**config.mk**
```make
export PLATFORM = sky130hd
export DESIGN_NAME = irq_priority_core
export DESIGN_NICKNAME = d
export VERILOG_FILES = /design/src/rtl/irq_priority_core.sv
export SDC_FILE = /design/constraint.sdc
export NUM_CORES = 1
export LEC_CHECK = 0
export ABC_AREA = 1
export ABC_CLOCK_PERIOD_IN_PS = 9500
export CAP_MARGIN = 20
export CORE_UTILIZATION = 61
export DETAILED_ROUTE_END_ITERATION = 10
export HOLD_SLACK_MARGIN = 0.02
export PLACE_DENSITY = 0.83
export SYNTH_ARGS = -nofsm -noshare
export SYNTH_HDL_FRONTEND = slang
export SYNTH_SLANG_ARGS = --single-unit
```
**constraint.sdc**
```tcl
create_clock -name clk -period 9.5 [get_ports clk]
set_input_delay 1.9 -clock clk [delete_from_list [all_inputs] [get_ports clk]]
set_output_delay 1.9 -clock clk [all_outputs]
set_load 0.05 [all_outputs]
```
**src/rtl/irq_priority_core.sv**
```systemverilog
// rtl/irq_priority_core.sv - fully nested interrupt priority core with IRR/ISR,
// edge/level sensing, masking and optional rotating priority on end-of-interrupt.
module irq_priority_core #(
  parameter int NUM_IRQ = 8,
  parameter int IDX_W   = 3
) (
  input  logic               clk,
  input  logic               rst,
  input  logic               sensitivityMode,
  input  logic               rotateMode,
  input  logic [NUM_IRQ-1:0] peripheralInterrupts,
  input  logic [NUM_IRQ-1:0] interruptMask,
  input  logic               intAck,
  input  logic               eoi,
  output logic [NUM_IRQ-1:0] interruptRequest,
  output logic [NUM_IRQ-1:0] inService,
  output logic               intReq,
  output logic [IDX_W-1:0]   vectorIndex,
  output logic               vectorValid
);

  logic [NUM_IRQ-1:0] prev_sample_q, prev_sample_d;
  logic [NUM_IRQ-1:0] irr_q, irr_d;
  logic [NUM_IRQ-1:0] isr_q, isr_d;
  logic [NUM_IRQ-1:0] ack_hold_q, ack_hold_d;
  logic [IDX_W-1:0]   lowest_ptr_q, lowest_ptr_d;
  logic [IDX_W-1:0]   vector_index_q, vector_index_d;
  logic               vector_valid_q, vector_valid_d;

  logic [NUM_IRQ-1:0] active;
  logic               cand_found, isr_found;
  logic [IDX_W-1:0]   cand_idx, cand_rank, isr_idx, isr_rank;
  logic               int_req;
  logic               ack;
  logic [NUM_IRQ-1:0] ack_vec, eoi_vec, set_vec;

  assign active = irr_q & ~interruptMask;

  // Walk the ring starting just above lowest_ptr; rank 0 is the highest priority.
  always_comb begin
    cand_found = 1'b0;
    cand_idx   = '0;
    cand_rank  = '0;
    isr_found  = 1'b0;
    isr_idx    = '0;
    isr_rank   = '0;
    for (int k = 0; k < NUM_IRQ; k++) begin
      int p;
      p = int'(lowest_ptr_q) + 1 + k;
      if (p >= NUM_IRQ) p = p - NUM_IRQ;
      if (!cand_found && active[p]) begin
        cand_found = 1'b1;
        cand_idx   = IDX_W'(p);
        cand_rank  = IDX_W'(k);
      end
      if (!isr_found && isr_q[p]) begin
        isr_found = 1'b1;
        isr_idx   = IDX_W'(p);
        isr_rank  = IDX_W'(k);
      end
    end
  end

  assign int_req = cand_found && (!isr_found || (cand_rank < isr_rank));
  assign ack     = intAck && int_req;

  always_comb begin
    ack_vec = '0;
    eoi_vec = '0;
    if (ack) ack_vec[cand_idx] = 1'b1;
    if (eoi && isr_found) eoi_vec[isr_idx] = 1'b1;
  end

  always_comb begin
    prev_sample_d  = peripheralInterrupts;
    // A level channel stays blocked after acknowledge until its input is seen low.
    ack_hold_d     = peripheralInterrupts & (ack_hold_q | ack_vec);
    set_vec        = sensitivityMode ? (peripheralInterrupts & ~ack_hold_d)
                                     : (peripheralInterrupts & ~prev_sample_q);
    irr_d          = sensitivityMode ? set_vec : ((irr_q & ~ack_vec) | set_vec);
    isr_d          = (isr_q & ~eoi_vec) | ack_vec;
    lowest_ptr_d   = lowest_ptr_q;
    vector_index_d = vector_index_q;
    vector_valid_d = intAck;
    if (eoi && isr_found && rotateMode) lowest_ptr_d = isr_idx;
    if (intAck) vector_index_d = int_req ? cand_idx : IDX_W'(NUM_IRQ - 1);
  end

  always_ff @(posedge clk or posedge rst) begin
    if (rst) begin
      prev_sample_q  <= '0;
      irr_q          <= '0;
      isr_q          <= '0;
      ack_hold_q     <= '0;
      lowest_ptr_q   <= IDX_W'(NUM_IRQ - 1);
      vector_index_q <= '0;
      vector_valid_q <= 1'b0;
    end else begin
      prev_sample_q  <= prev_sample_d;
      irr_q          <= irr_d;
      isr_q          <= isr_d;
      ack_hold_q     <= ack_hold_d;
      lowest_ptr_q   <= lowest_ptr_d;
      vector_index_q <= vector_index_d;
      vector_valid_q <= vector_valid_d;
    end
  end

  assign interruptRequest = irr_q;
  assign inService        = isr_q;
  assign intReq           = int_req;
  assign vectorIndex      = vector_index_q;
  assign vectorValid      = vector_valid_q;

endmodule

```
Yosys cells after proc, flatten, opt, wreduce, memory -nomap -nowiden. Cells that the tools add are included.

Register bits after elaboration: 39. Input port bits: 22. Output and inout port bits: 21. Logic and storage cells: 205.

Add/subtract/negate cells: 16. $lt $le $gt $ge: 21. Multiplexer cells: 111. Bitwise gates (word level): 14. Reduce and logical (&&, ||, !) cells: 36.

Operator list (number): 32-bit by 5-bit < comparator with 1-bit output, second input constant (8); 32-bit two-way mux (8); 32-bit by 5-bit greater-or-equal comparator with 1-bit output, second input constant (7); 32-bit by 5-bit subtractor with 32-bit output, second input constant (7); 32-bit by 4-bit adder with 32-bit output, second input constant (3); 3-bit two-way mux (29); 32-bit by 3-bit adder with 32-bit output, second input constant (2); 1-bit two-way mux (52); 8-bit bitwise AND (6); 1-bit binary-select mux with 3-bit select (16); 8-bit NOT (5); 32-bit by 2-bit adder with 32-bit output, second input constant (1); 8-bit two-way mux (4); 8-bit bitwise OR (3); 1-bit logical AND (20); 1-bit zero test (15); 3-bit by 4-bit < comparator with 1-bit output, second input constant (2); 1-bit demux with 3-bit select (2); 3-bit by 1-bit greater-or-equal comparator with 1-bit output, second input constant (2); 5-bit by 4-bit subtractor with 6-bit output, second input constant (1); 4-bit by 3-bit adder with 5-bit output, second input constant (1); 5-bit by 4-bit greater-or-equal comparator with 1-bit output, second input constant (1); 3-bit by 1-bit adder with 4-bit output, second input constant (1); 3-bit < comparator (1); 1-bit logical OR (1).

Depth between registers and ports, before layout.
Depth after elaboration: 40. Gate-level depth with buffers: 32.

Worst setup path before layout. Ideal clock, no wire load.

Path type: input port to output port. Start point: input port interruptMask[6]. End point: output port intReq. Arrival: 3.978 ns. Data required time: 7.600 ns. Setup slack: 3.622 ns. Cell stages on the path: 18. Buffers on the path: 0. Cells stage by stage: inv_1 -> nand3_1 -> nand2_1 -> nand2_1 -> nand2_1 -> nand2_1 -> nand2_2 -> nor2_4 -> nand4_1 -> nor2_2 -> o21ai_0 -> nand2_1 -> ha_1 -> a21oi_1 -> nand2_2 -> nand2_4 -> nand2_1 -> inv_1.

Word-level cells in the longest chain between the ends: 30. Elaborated cells on any way between the ends: 58. Classes of those cells: 1 x order compare; 39 x mux; 2 x bitwise; 16 x reduce/logical.

Ends and longest elaborated chain: start, declared (line 12) `input logic [NUM_IRQ-1:0] interruptMask,`; 8-bit NOT (*) (line 37) `assign active = irr_q & ~interruptMask;`; 8-bit bitwise AND (*) (line 37); 1-bit binary-select mux with 3-bit select (line 51) `if (!cand_found && active[p]) begin`; 1-bit two-way mux (implied by the code) (2 in series) (line 51); 1-bit two-way mux (line 51); 1-bit zero test (line 51); 1-bit logical AND (line 51); 1-bit two-way mux (line 51); (+13 left out); 1-bit logical AND (line 51); 1-bit two-way mux (line 51); 1-bit zero test (line 51); 1-bit logical AND (line 51); 3-bit two-way mux (line 51); 3-bit < comparator (line 64) `assign int_req = cand_found && (!isr_found || (cand_rank < isr_rank));`; 1-bit logical OR (line 64); 1-bit logical AND (*) (line 64); end, declared (line 17) `output logic intReq,`.

Mark *: on every way between the ends. The rest lies on a longest branch, timed or not. The select of a mux whose other input is x is not followed.

Final worst setup path.
Start point: register lowest_ptr_q[0]. End point: output port intReq.

Word-level cells in the longest chain between the ends: 31. Elaborated cells on any way between the ends: 142. Classes of those cells: 16 x add/sub; 9 x order compare; 86 x mux; 31 x reduce/logical.

Ends and longest elaborated chain: start, declared (line 26) `logic [IDX_W-1:0] lowest_ptr_q, lowest_ptr_d;`; start signal, assigned (line 95) `lowest_ptr_q <= IDX_W'(NUM_IRQ - 1);`; start signal, assigned (line 103) `lowest_ptr_q <= lowest_ptr_d;`; 3-bit by 1-bit adder with 4-bit output (*) (line 49) `p = int'(lowest_ptr_q) + 1 + k;`; branches (longest 29 deep; another with 32-bit by 2-bit adder with 32-bit output); 1-bit logical AND (*) (line 64).

Every way passes the cells marked *. The select of a mux whose other input is x is not followed.

==> impl_results.md <==
* Initial antenna violation count at 0
* Data arrival time of the critical path at between 5 and 6 ns
* Setup crit start kind: flop
* Element type at the critical path end: output port
* Met1 GRT Util at a little over two fifths
* Via count at approximately 3,600
* Die Width at 76.2 um
* Outcome: complete, no violations
* CTS-repair resized insts at 0
* Hold EP: interruptRequest[2]$_DFF_PP0_
* Synth Instances at 530
* Multiplexer share of the synthesized area at 0.336%
* Post-synth EDFFs at 0
* Max H-tree Level at 2
* Synth Cell Area at ~3400 sq um
* Slew HR at a little under three fifths
* Initial DRT Pass Iterations at 7
* Netlist cell types at 34
* Most common cell after layout, fill and taps aside: nand2_1
* Area Growth Syn to Fin at 15.7%
* Vias per Instance at 5.74
* Hold Path Class: reg -> reg
* DRT iter0 DRCs at 468
* Reg2Reg Depth at 23
* Root buffer cell: clkbuf_8
* Crit Reg-Reg Startpoint: lowest_ptr_q[0]$_DFFE_PP1P_
* Hold-fix buffers, CTS at 0
* R2R Path End: interruptRequest[3]$_DFF_PP0_
* Final slew viol count at 0
* Adder-cell share of the synthesized area at about 1.5%
* Post-synthesis simple-gate area fraction at about half
* Min cycle time layout at ~7.6 ns
* Dpl hpwl at about 7000 um
* Yosys warns at 0
* Residual DRC count at 0
* RSZ-0062 raised after global routing: no
* Crit path required time at about 7.6 ns
* Met3 usage at under 10%
* Clock Latency Late Sink at 0.29 ns
* Syn Area/Cell at around 6.3 sq um
* GR Overflow Total at 0
* Final #Nets at 591
* Hold Startpoint: prev_sample_q[2]$_DFF_PP0_
* Clock buffer depth at 2
* Final Cycle Share at roughly 80%
* Fraction of registers with async set or reset after synthesis at between 90% and 100%
* Crit path max fanout at 29
* Met2 usage at between 50 and 60%
* Final hold vios at 0
* Post-synthesis compound-gate area fraction at slightly below 8%
* Port bufs at 42
* Worst hold path cell count at 3
* Worst Tran Pin Value at 0.637 ns
* # rows at 26
* Overall routed net length at around 9400 um
* Setup slack, reg-to-reg at 4.49 ns
* Flops & latches, synth at 39
* Fmax at approximately 130 MHz
* All-layer global routing usage at about a third
* Max Cap Violations at 0
* Share of layout cells above drive strength 1 at 10.8%
* Ports at 43
* DRT antenna net count at 0
* CTS tree: done
* Xor/xnor cell area share of the yosys netlist at 0%
* Most frequent cells in the layout: nand2_1 (184), nand3_1 (77), inv_1 (58)
* First-pass GRT wire length at approximately 15,000 um
* Setup TNS at 0 ns
* Primary FF master, synth: dfrtp_1
* GP Congestion at around 0.95
* Sink Count at 39
* Post-Syn Nets at about 560
* Ant diodes at 0
* Die height at between 70 and 80 um
* Crit path kind: reg -> out
* Vias in the first global route at 3,330
* Largest net degree at the start of global routing at 40
* Main combinational cell family by area after synthesis: simple AND/OR/NAND/NOR gates
* Register area share after synthesis at approximately 29%
* Initial Utilization at 64.5%
* Busiest grt layer: met2
* Core box area at 5200 sq um
* Final setup vio count at 0
* DIE AREA at 5800 sq um
* Postcts setup bufs at 0
* Clock skew at about 0.012 ns
* DR WL/cell at roughly 15 um
* Clock slew at reported path FFs at 0.08 ns
* Clock buffer count from CTS at 5
[worst max-delay path: stages (launching register included)]
cell and delay, ns:
dfstp_2 0.87, inv_2 0.38, ha_1 0.81, inv_4 0.20, nand2_1 0.12, nand2_2 0.21, nand2_1 0.18, nand2_1 0.09
nand2_1 0.09, nand2_2 0.08, nor2_4 0.12, nand4_1 0.11, nor2_2 0.20, o21ai_0 0.15, nand2_1 0.10, ha_1 0.24
a21oi_1 0.18, nand2_2 0.11, nand2_4 0.15, nand2_1 0.11, inv_1 0.08, clkdlybuf4s50_1 0.80
[cell type report]
| class | count | area [sq um] |
|---|---|---|
| fillers | 424 | 1320 |
| repair buffers | 43 | 428 |
| flip-flops and latches | 39 | 980 |
| clock buffers | 5 | 68.8 |
| clock inverters | 3 | 43.8 |
| well taps | 70 | 87.6 |
| inverters | 65 | 249 |
| multi-input cells | 411 | 2020 |
[per-stage QoR]
| stage | cells | cell area [sq um] | util, % | setup slack (ns) | hold slack, ns |
|---|---|---|---|---|---|
| floorplan | 530 | 3360 | - | 3.62 | 0.481 |
| global placement | 628 | 3770 | 72.4 | 2.41 | 0.489 |
| detailed placement | 628 | 3770 | 72.4 | 2.34 | 0.501 |
| CTS | 636 | 3880 | 74.6 | 2.02 | 0.514 |
| global route | 636 | 3880 | 74.6 | 1.56 | 0.536 |
| finish | 636 | 3880 | 74.6 | 1.92 | 0.514 |
[worst max-delay path by stage]
stage                                            from  endpoint  slack, ns  cells after the start
final                     lowest_ptr_q[0]$_DFFE_PP1P_    intReq       1.92                     21
after global routing      lowest_ptr_q[0]$_DFFE_PP1P_    intReq       1.56                     22
after CTS                 lowest_ptr_q[0]$_DFFE_PP1P_    intReq       2.02                     21
after detailed placement  lowest_ptr_q[0]$_DFFE_PP1P_    intReq       2.34                     21
after global placement               interruptMask[4]    intReq       2.41                     20
after floorplan                      interruptMask[6]    intReq       3.62                     18
[synthesized netlist by cell type (all sizes together) (4+ instances only)]
cell type	n	area (sq um)
ha	4	50.1
nor3	7	40.0
dfrtp	36	901
a21oi	20	100
nand2	202	818
nor2	48	213
inv	64	245
nand3	82	435
buf	12	91.3
o21ai	18	90.1
nand4	18	175
[state kept, by name (all words and copies together), names as in the netlist]
name and count:
prev_sample_q 8, ack_hold_q 8, interruptRequest 8, lowest_ptr_q 3
inService 8, vectorValid 1, vectorIndex 3
[layer usage]
layer / routed length [um] / part of all wire, %
met5: 0 / 0
met1: 3900 / 41
met4: 263 / 2.8
met2: 4460 / 47
met3: 819 / 8.7
[logic make-up (layout without fill, tap and decap cells)]
family                   Yosys count  in the layout
AND/OR/NAND/NOR                  359            359
buffers and inverters             80            116
AO/OA/AOI/OAI                     47             47
flip-flops                        39             39
adder cells (fa/ha/maj)            4              4
multiplexers                       1              1
Power is not shown: default switching activity piles up to over one toggle a cycle in this logic, so the estimate is an artifact.
